File: src/rtl/fifo_word_packer_pkg.sv
`default_nettype none
// ============================================================================
// Module   : fifo_word_packer_pkg
// Purpose  : Shared defaults, FSM state encoding and lane-count width helper
//            for the read-side FIFO word packer.
// Revision : 1.0 - initial release
// ============================================================================
package fifo_word_packer_pkg;

  localparam int c_WIDTH_DEF = 8;
  localparam int c_LANES_DEF = 4;

  typedef logic [1:0] state_t;

  localparam logic [1:0] c_ST_FILL  = 2'd0;
  localparam logic [1:0] c_ST_DRAIN = 2'd1;
  localparam logic [1:0] c_ST_OUT   = 2'd2;

  // Bits needed to hold a lane count from 0 up to and including lanes.
  function automatic int lane_cnt_w(input int lanes);
    return $clog2(lanes + 1);
  endfunction

endpackage
`default_nettype wire

File: src/rtl/fifo_word_packer_if.sv
`default_nettype none
// ============================================================================
// Module   : fifo_word_packer_if
// Purpose  : FIFO read port plus packed-word valid/ready bus. The master
//            modport is the packer; the slave modport is its environment.
// Revision : 1.0 - initial release
// ============================================================================
interface fifo_word_packer_if
  import fifo_word_packer_pkg::*;
#(
  parameter int WIDTH = c_WIDTH_DEF,
  parameter int LANES = c_LANES_DEF
);

  logic                          fifo_empty;
  logic                          read_en;
  logic [WIDTH-1:0]              fifo_data;
  logic                          flush;
  logic [WIDTH*LANES-1:0]        word_out;
  logic [lane_cnt_w(LANES)-1:0]  word_bytes;
  logic                          word_valid;
  logic                          word_ready;

  modport master (
    input  fifo_empty, fifo_data, flush, word_ready,
    output read_en, word_out, word_bytes, word_valid
  );

  modport slave (
    output fifo_empty, fifo_data, flush, word_ready,
    input  read_en, word_out, word_bytes, word_valid
  );

endinterface
`default_nettype wire

File: src/rtl/fifo_word_packer.sv
`default_nettype none
// ============================================================================
// Module   : fifo_word_packer
// Purpose  : Pops bytes from the FIFO read port and packs LANES of them into
//            one wide word (lane 0 in the LSBs), presented on valid/ready.
//            A flush pulse emits a partially filled word, upper lanes zero.
// Revision : 1.0 - initial release
// ============================================================================
module fifo_word_packer
  import fifo_word_packer_pkg::*;
#(
  parameter int WIDTH = c_WIDTH_DEF,
  parameter int LANES = c_LANES_DEF
) (
  input  logic                   clk_r,
  input  logic                   rst,
  fifo_word_packer_if.master     bus
);

  localparam int               c_CW   = lane_cnt_w(LANES);
  localparam logic [c_CW-1:0]  c_FULL = c_CW'(LANES);

  state_t                  r_state;
  logic [c_CW-1:0]         r_count;
  logic                    r_inflight;
  logic                    r_flush_pend;
  logic [WIDTH*LANES-1:0]  r_acc;
  logic [WIDTH*LANES-1:0]  r_word_out;
  logic [c_CW-1:0]         r_word_bytes;
  logic                    r_word_valid;

  logic [WIDTH*LANES-1:0]  w_acc_next;
  logic [c_CW-1:0]         w_cnt_next;
  logic                    w_room;
  logic                    w_flush_eff;
  logic                    w_read_en;

  // Lanes filled once the byte returning this cycle (if any) is captured.
  assign w_cnt_next = r_count + {{(c_CW-1){1'b0}}, r_inflight};
  assign w_room     = (w_cnt_next < c_FULL);

  // A flush only acts when a partial word exists and the word is not already
  // going to complete on its own.
  assign w_flush_eff = bus.flush && (r_state == c_ST_FILL) && w_room &&
                       ((r_count != '0) || r_inflight);

  // Pop request; an effective flush suppresses the read in its own cycle so
  // no byte arrives after the partial word has been closed.
  always_comb begin
    w_read_en = 1'b0;
    if (!rst) begin
      case (r_state)
        c_ST_FILL: w_read_en = !bus.fifo_empty && w_room && !r_flush_pend && !w_flush_eff;
        c_ST_OUT:  w_read_en = !bus.fifo_empty && bus.word_ready;
        default:   w_read_en = 1'b0;
      endcase
    end
  end

  // Accumulator image with the returning byte written into lane[count].
  always_comb begin
    w_acc_next = r_acc;
    if (r_inflight) begin
      for (int i = 0; i < LANES; i++) begin
        if (r_count == c_CW'(i)) begin
          w_acc_next[i*WIDTH +: WIDTH] = bus.fifo_data;
        end
      end
    end
  end

  // Packing FSM: fill lanes, optionally drain one in-flight byte, then hold
  // the word until it is accepted.
  always_ff @(posedge clk_r) begin
    if (rst) begin
      r_state      <= c_ST_FILL;
      r_count      <= '0;
      r_inflight   <= 1'b0;
      r_flush_pend <= 1'b0;
      r_acc        <= '0;
      r_word_out   <= '0;
      r_word_bytes <= '0;
      r_word_valid <= 1'b0;
    end else begin
      r_inflight <= w_read_en;
      case (r_state)
        c_ST_FILL: begin
          r_acc   <= w_acc_next;
          r_count <= w_cnt_next;
          if (w_cnt_next == c_FULL) begin
            r_state      <= c_ST_OUT;
            r_word_out   <= w_acc_next;
            r_word_bytes <= c_FULL;
            r_word_valid <= 1'b1;
          end else if (w_flush_eff) begin
            if (r_inflight) begin
              r_state      <= c_ST_DRAIN;
              r_flush_pend <= 1'b1;
            end else begin
              r_state      <= c_ST_OUT;
              r_word_out   <= r_acc;
              r_word_bytes <= r_count;
              r_word_valid <= 1'b1;
            end
          end
        end
        c_ST_DRAIN: begin
          r_acc        <= w_acc_next;
          r_count      <= w_cnt_next;
          r_state      <= c_ST_OUT;
          r_word_out   <= w_acc_next;
          r_word_bytes <= w_cnt_next;
          r_word_valid <= 1'b1;
          r_flush_pend <= 1'b0;
        end
        c_ST_OUT: begin
          if (bus.word_ready) begin
            r_state      <= c_ST_FILL;
            r_word_valid <= 1'b0;
            r_count      <= '0;
            r_acc        <= '0;
          end
        end
        default: r_state <= c_ST_FILL;
      endcase
    end
  end

  assign bus.read_en    = w_read_en;
  assign bus.word_out   = r_word_out;
  assign bus.word_bytes = r_word_bytes;
  assign bus.word_valid = r_word_valid;

endmodule
`default_nettype wire

File: src/flat_wrapper.sv
// flat-port wrapper written by rule: the top's interface ports become plain ports
module fifo_word_packer_flat import fifo_word_packer_pkg::*;
#(
  parameter int WIDTH = c_WIDTH_DEF,
  parameter int LANES = c_LANES_DEF
)
  (clk_r, rst, bus_fifo_empty, bus_fifo_data, bus_flush, bus_word_ready, bus_read_en, bus_word_out, bus_word_bytes, bus_word_valid);
  fifo_word_packer_if #(.WIDTH(WIDTH), .LANES(LANES)) bus_i ();
  input  logic clk_r;
  input  logic rst;
  input wire logic [$bits(bus_i.fifo_empty)-1:0] bus_fifo_empty;
  input wire logic [$bits(bus_i.fifo_data)-1:0] bus_fifo_data;
  input wire logic [$bits(bus_i.flush)-1:0] bus_flush;
  input wire logic [$bits(bus_i.word_ready)-1:0] bus_word_ready;
  output wire logic [$bits(bus_i.read_en)-1:0] bus_read_en;
  output wire logic [$bits(bus_i.word_out)-1:0] bus_word_out;
  output wire logic [$bits(bus_i.word_bytes)-1:0] bus_word_bytes;
  output wire logic [$bits(bus_i.word_valid)-1:0] bus_word_valid;
  assign bus_i.fifo_empty = bus_fifo_empty;
  assign bus_i.fifo_data = bus_fifo_data;
  assign bus_i.flush = bus_flush;
  assign bus_i.word_ready = bus_word_ready;
  assign bus_read_en = bus_i.read_en;
  assign bus_word_out = bus_i.word_out;
  assign bus_word_bytes = bus_i.word_bytes;
  assign bus_word_valid = bus_i.word_valid;
  fifo_word_packer #(.WIDTH(WIDTH), .LANES(LANES)) u_core (.clk_r(clk_r), .rst(rst), .bus(bus_i));
endmodule
File: config.mk
export PLATFORM = sky130hd
export DESIGN_NAME = fifo_word_packer_flat
export DESIGN_NICKNAME = d
export VERILOG_FILES = /design/src/rtl/fifo_word_packer_pkg.sv /design/src/rtl/fifo_word_packer_if.sv /design/src/rtl/fifo_word_packer.sv /design/src/flat_wrapper.sv
export SDC_FILE = /design/constraint.sdc
export NUM_CORES = 1
export LEC_CHECK = 0
export ABC_CLOCK_PERIOD_IN_PS = 2390
export CAP_MARGIN = 40
export CORE_MARGIN = 8
export CORE_UTILIZATION = 55
export CTS_CLUSTER_SIZE = 8
export DETAILED_ROUTE_END_ITERATION = 16
export HOLD_SLACK_MARGIN = 0.06
export PLACE_DENSITY = 0.89
export SETUP_SLACK_MARGIN = 0.15
export SLEW_MARGIN = 25
export SYNTH_ARGS = -nofsm -noshare
export SYNTH_HDL_FRONTEND = slang
export SYNTH_SLANG_ARGS = --single-unit
export TNS_END_PERCENT = 1
File: constraint.sdc
create_clock -name clk_r -period 2.39 [get_ports clk_r]
set_clock_uncertainty 0.05 [all_clocks]
set_input_delay 0.717 -clock clk_r [delete_from_list [all_inputs] [get_ports clk_r]]
set_output_delay 0.717 -clock clk_r [all_outputs]
set_load 0.02 [all_outputs]
==> metrics.cfg, run 1 <==
[clock_tree]
cts_tree=yes
cts_num_sinks=75
cts-root-buf=clkbuf_8
clock_path_buffers=2
clk_pin_slew_ps=90
holdBufCountCts=0
h-tree-depth=3
clock_latency_ps=370
numCtsBuffers=9

[timing]
hold_viol=0
min_period_ps=2470
rsz0062_at_grt=yes
worst_pin_slew_ps=806
slew_headroom_pct=46.3
post-route-period-util_pct=103
max_freq_mhz=405
layout_setup_ws_ps=-77.0
finalMaxSlewViolations=0
setup_viol=10
hold_ws_ps=414
finalSetupTns_ps=-357

[status]
violations=negative setup slack
status=finished, violations left

[worst_setup_path]
max_stage_delay_ps=370
end_kind=flip-flop
startpoint_type=flip-flop
crit_family=compound AO/OA/AOI/OAI gates
crit_buf_inv=4
path_class=flip-flop to flip-flop
reg2reg_to=u_core.bus.word_out[7]
crit_cells=11
r2r_setup_slack_ps=-80
path_max_fanout=8
required_ps=2600
crit_slowest_cell=dfxtp_4
rr_worst_depth=11
reg2reg_from=u_core.r_count[0]
arrival_ps=2680
cp_cell_sequence=ha_4, ha_4, xnor2_4, buf_4, o31ai_4, buf_6, buf_4, nand2_2, buf_6, mux2i_1, a311oi_1

[floorplanning]
rows=29
die_width_um=97.4
core_region_area_um2=6390
start_util_pct=57.1
die_h_um=97.4
die-area_um2=9500
io_pins=50

[place]
portBuffers=49
pre_cts_slack_ps=-701
place_inst=549
place_congestion=0.873
hpwl_um=6810

[synth]
synth_top_area_share_pct=41.2
synth_cell_types=39
synth-seq-cells=75
syn_nets=432
ys.flop_type=dfxtp_1
synth_cells=417
synth.largest_area_cell=dfxtp_1
synth_enable_flop_cells=0
synth.area.top_cells=dfxtp_1 41%, mux2i_1 9.9%, a21oi_1 8.0%
synth.avg_cell_area_um2=8.75
ys_seq_area_share_pct=41.2
synth_area_um2=3650
synth_warnings=0
async_flop_share_pct=0

[route]
first_pass_iters=9
drtAntennaViolNets=0
first_iter_violations=591
wl_per_cell_um=23.9
via_per_inst=6.94
vias=3985
detail_route.drc_violations=0
routed_wl_um=13700

[global_routing]
antenna_found_initial=0
globalRouteOverflowTotal=0
first_global_vias=3723
grt_pass1_wl_um=20100
grt_max_degree=76
grt_usage_pct=26.0

[pwr]
p_leak_nw=1.81
powerDensity_nw_per_um2=650
max-vdd-ir-drop_v=0.000656

[worst_hold_path]
whs_path_depth=2
hold_path_class=flip-flop to flip-flop
hold_path_end=u_core.bus.word_out[19]
hp-start=u_core.bus.word_out[19]

[job]
drv_cap=0

[cells_and_area]
final_core_util_pct=80.0
antenna_cells=0
fill_cells=327
drive_above_1_share_pct=26.0
fin_nets=507
area_growth_syn_to_layout_pct=40.0
instances_no_fill=574

==> logic make-up after synthesis <==
family | after synthesis | synth area share (%)
compound gates | 122 | 22.3
simple gates | 114 | 14.7
flops | 75 | 41.2
buf+inv | 53 | 6.55
mux | 50 | 14.2
fa+ha+maj | 2 | 0.686
xor+xnor | 1 | 0.446
==> what timing repair did <==
item,in CTS,in global routing
buffers inserted,2,6
cloned,0,1
resized for setup,61,11
pin swaps,23,13
setup endpoints to repair,30,46
==> routing by layer <==
layer  vias up  GRT usage (%)  share of wire (%)
met5         -              0                  0
met4         0           16.1                5.9
met3        93           6.12                 10
met2       345           42.7                 48
met1      1880           29.8                 36
li1       1667              -                  -
==> layout by cell type, fill, tap and decap left out, types with 8 or more instances in the layout <==
cell and count:
dfxtp_1 73, a21oi_1 55, clkdlybuf4s50_1 46, buf_4 43, nor2_1 39, nand2_1 35
mux2i_1 27, a311oi_1 18, inv_1 16, and3_1 14, mux2_2 14, a211oi_1 13
a2111oi_4 11, clkbuf_8 10, o21ai_0 8
==> synthesized netlist by cell type, types with 2 or more instances <==
library cell / instances
a2111oi_0: 14
a211oi_1: 15
a21oi_1: 58
a311oi_1: 18
and2_1: 2
and3_1: 15
buf_1: 5
buf_2: 8
buf_4: 2
buf_6: 3
clkbuf_1: 19
dfxtp_1: 75
ha_1: 2
inv_1: 16
mux2_2: 14
mux2i_1: 36
nand2_1: 35
nand2_2: 2
nand2b_1: 4
nand3_1: 3
nor2_1: 39
nor2b_1: 4
nor3_1: 2
nor4_1: 3
o2111ai_1: 2
o21ai_0: 8
==> worst max path at each step <==
stage | startpoint | to | slack, ps
6_report | u_core.r_count[0] | u_core.bus.word_out[7] | -80
5_1_grt | u_core.r_count[0] | u_core.bus.word_out[7] | -150
3_5_place_dp | bus_flush | bus_read_en | -700
2_1_floorplan | u_core.r_count[0] | bus_read_en | 130
4_1_cts | u_core.r_count[0] | bus_read_en | -50
3_3_place_gp | bus_flush | bus_read_en | -670
==> worst register-to-register path: stages (launching register included) <==
cell and delay [ps]:
dfxtp_4 370, ha_4 160, ha_4 170, xnor2_4 130, buf_4 170, o31ai_4 310
buf_6 200, buf_4 120, nand2_2 40, buf_6 160, mux2i_1 140, a311oi_1 350
==> where the power goes <==
part	internal, mW	total, mW	leakage, nW	switching [mW]
Sequential	1.34	1.41	0.609	0.0688
Combinational	0.390	0.874	1.10	0.484
Clock	0.511	1.04	0.0987	0.526
==> registers in the layout (all words and copies together), names as in the netlist <==
name,cells
u_core.r_state,2
u_core.bus.word_out,32
u_core.bus.word_bytes,3
u_core.r_count,3
u_core.r_flush_pend,1
u_core.r_inflight,1
u_core.bus.word_valid,1
u_core.r_acc,32
==> final cells by class <==
| cell class | instances | area [µm²] | share of cell area (%) |
|---|---|---|---|
| clock buffer | 10 | 138 | 2.70 |
| multi-input combinational | 289 | 2310 | 45.3 |
| tap | 77 | 96.3 | 1.89 |
| clock inverter | 6 | 63.8 | 1.25 |
| inverter | 16 | 60.1 | 1.18 |
| timing repair buffer | 101 | 930 | 18.2 |
| sequential | 75 | 1510 | 29.5 |
==> through the flow <==
step	power, mW	cell area [µm²]
6_report	3.32	5110
5_1_grt	3.42	5110
4_1_cts	3.20	5010
3_5_place_dp	2.14	4500
3_3_place_gp	2.11	4500
2_1_floorplan	1.82	3710
No activity file was read; power rests on OpenSTA's default activity.
==> run 2: changes to the inputs <==
--- a/config.mk
+++ b/config.mk
@@ -5,14 +5,15 @@
 export SDC_FILE = /design/constraint.sdc
 export NUM_CORES = 1
 export LEC_CHECK = 0
-export ABC_CLOCK_PERIOD_IN_PS = 2390
+export ABC_CLOCK_PERIOD_IN_PS = 2100
 export CAP_MARGIN = 40
 export CORE_MARGIN = 8
-export CORE_UTILIZATION = 55
+export CORE_UTILIZATION = 49
 export CTS_CLUSTER_SIZE = 8
 export DETAILED_ROUTE_END_ITERATION = 16
+export GPL_TIMING_DRIVEN = 1
 export HOLD_SLACK_MARGIN = 0.06
-export PLACE_DENSITY = 0.89
+export PLACE_DENSITY = 0.84
 export SETUP_SLACK_MARGIN = 0.15
 export SLEW_MARGIN = 25
 export SYNTH_ARGS = -nofsm -noshare
==> constraint.sdc (replaced) <==
create_clock -name clk_r -period 2.1 [get_ports clk_r]
set_clock_uncertainty 0.05 [all_clocks]
set_input_delay 0.63 -clock clk_r [delete_from_list [all_inputs] [get_ports clk_r]]
set_output_delay 0.63 -clock clk_r [all_outputs]
set_load 0.02 [all_outputs]
==> metrics.cfg, run 2 (synthesized netlist as in run 1, its figures left out) <==
[cells_and_area]
fin_nets=510  ; +0.59%
final_cell_mix=72 x dfxtp_1, 56 x a21oi_1, 44 x buf_4, 38 x nor2_1, 37 x dlygate4sd2_1
instances_no_fill=598  ; +4.2%
antenna_cells=0  ; unchanged
regArea_um2=1510  ; about the same
fill_cells=494  ; +51%
drive_above_1_share_pct=26.1  ; +0.096 points
multi_input_area_um2=2220  ; -4.2%
layout_commonest_cell=dfxtp_1
area_growth_syn_to_layout_pct=38.6

[timing]
finalSetupTns_ps=-4940  ; -4580 ps
min_period_ps=2360
max_freq_mhz=423
setup_viol=36  ; +26
finalMaxSlewViolations=0  ; unchanged
layout_setup_ws_ps=-263  ; -186 ps
slew_headroom_pct=45.5  ; -0.76 points
hold_viol=0  ; unchanged
hold_ws_ps=406  ; -8.28 ps
rsz0062_at_grt=yes
post-route-period-util_pct=113
worst_pin_slew_ps=817  ; +11.4 ps

[route]
via_per_inst=6.24  ; -10%
vias=3733  ; -6.3%
first_pass_iters=5  ; -4
first_iter_violations=334  ; -43%
drtAntennaViolNets=0  ; unchanged
wl_per_cell_um=19.9  ; -17%
detail_route.drc_violations=0  ; unchanged
routed_wl_um=11900  ; -13%

[worst_setup_path]
rr_worst_depth=11  ; unchanged
end_kind=output pin
arrival_ps=1680  ; -1000 ps
path_max_fanout=3  ; -5
path_class=flip-flop to output pin
crit_family=flip-flops
crit_path_frequent_cell=ha_4
r2r_setup_slack_ps=-250  ; -170 ps
reg2reg_to=u_core.bus.word_out[24]
reg2reg_from=u_core.r_count[0]
max_stage_delay_ps=350  ; -20 ps
crit_buf_inv=1  ; -3
required_ps=1420  ; -1180 ps
startpoint_type=flip-flop
cp_cell_sequence=ha_4, ha_4, xnor2_4, a32oi_2, nor4_4, buf_4
crit_slowest_cell=dfxtp_2

[place]
place_inst=582  ; +6.0%
hpwl_um=6820  ; +0.14%
portBuffers=49  ; unchanged
place_congestion=0.836  ; -4.2%

[clock_tree]
clock_path_buffers=2  ; unchanged
cts_tree=yes
h-tree-depth=3  ; unchanged
cts_num_sinks=75  ; unchanged
clk_pin_slew_ps=80  ; about the same
holdBufCountCts=0  ; unchanged
numCtsBuffers=9  ; unchanged
cts-root-buf=clkbuf_8
clock_latency_ps=360  ; about the same

[pwr]
seq_power_share_pct=42.5  ; about the same
internal_power_mw=2.61  ; +17%
powerDensity_nw_per_um2=739  ; +14%
clockPowerShare_pct=33.3  ; +2.1 points
netSwitchingFraction_pct=30.2  ; -2.3 points
p_switching_mw=1.13  ; +4.7%
p_leak_nw=2.02  ; +12%
max-vdd-ir-drop_v=0.000366  ; -44%
p_comb_share_pct=24.2  ; -2.1 points

[global_routing]
grt_max_degree=76  ; unchanged
globalRouteOverflowTotal=0  ; unchanged
first_global_vias=3571  ; -4.1%
grt_usage_pct=21.1  ; -4.9 points
antenna_found_initial=0  ; unchanged
grt_pass1_wl_um=17500  ; -13%

[floorplanning]
core_region_area_um2=7210  ; +13%
die-area_um2=10500  ; +10%
io_pins=50  ; unchanged
start_util_pct=50.6  ; -6.6 points
rows=31  ; +6.9%
die_h_um=102  ; +5.0%
die_width_um=102  ; +5.0%

[worst_hold_path]
hp-start=u_core.bus.word_out[11]
hold_path_class=flip-flop to flip-flop
hold_path_end=u_core.bus.word_out[11]
whs_path_depth=2  ; unchanged

[job]
drv_cap=0  ; unchanged

[status]
violations=negative setup slack
status=finished, violations left

-- run 2: per-layer routing --
| metal | vias up | wire, µm | track usage (%) |
|---|---|---|---|
| met3 | 61 | 839 | 3.81 |
| met1 | 1789 | 4590 | 23.8 |
| met2 | 214 | 5920 | 37.1 |
| li1 | 1669 | - | - |
| met4 | 0 | 567 | 10.6 |
| met5 | - | 0 | 0 |
-- run 2: final cells by class --
cell class                      instances  area share, %
Inverter                               16           1.19
Clock buffer                           10           2.72
Timing Repair Buffer                  104           18.6
Tap cell                               99           2.45
Clock inverter                          5           1.53
Multi-Input combinational cell        289           43.8
Sequential cell                        75           29.8
-- run 2: worst min-delay path, cell delays in order (launching register included) --
cell and delay, ps:
dfxtp_1 310, inv_1 50, a211oi_1 50
-- run 2: stage by stage --
stage	utilization (%)	power (mW)	setup WS [ps]	instance area (µm²)
after floorplan	-	2.08	-72.0	3710
after global placement	64.2	2.44	-786	4630
after detailed placement	64.2	2.47	-865	4630
after CTS	68.9	3.68	-265	4970
after global routing	70.1	3.87	-335	5060
final	70.1	3.74	-263	5060
-- run 2: worst max-delay path by stage --
stage                     slack (ps)  depth (start not counted)              start     endpoint
after floorplan                  -70                          5  u_core.r_count[0]  bus_read_en
after global placement          -790                          5          bus_flush  bus_read_en
after detailed placement        -860                          5          bus_flush  bus_read_en
after CTS                       -270                          6  u_core.r_count[0]  bus_read_en
after global routing            -330                          6  u_core.r_count[1]  bus_read_en
final                           -260                          6  u_core.r_count[0]  bus_read_en
-- run 2: repair_timing --
action | 4_1_cts | 5_1_grt
cloned | 0 | 0
buffers inserted | 1 | 0
pin swaps | 18 | 7
setup endpoints to repair | 74 | 60
resized for setup | 86 | 15
-- run 2: power groups by stage --
stage	logic (mW)	clock network, mW	registers (mW)
after detailed placement	0.851	0	1.62
final	0.907	1.24	1.59
after floorplan	0.375	0	1.70
after global routing	0.965	1.31	1.60
after CTS	0.862	1.23	1.58
after global placement	0.827	0	1.61
==> run 3: changes to the inputs <==
--- a/config.mk
+++ b/config.mk
@@ -9,7 +9,6 @@
 export CAP_MARGIN = 40
 export CORE_MARGIN = 8
 export CORE_UTILIZATION = 49
-export CTS_CLUSTER_SIZE = 8
 export DETAILED_ROUTE_END_ITERATION = 16
 export GPL_TIMING_DRIVEN = 1
 export HOLD_SLACK_MARGIN = 0.06
==> results of run 3 <==
Final layout, timing and power as in run 2 (identical DEF).
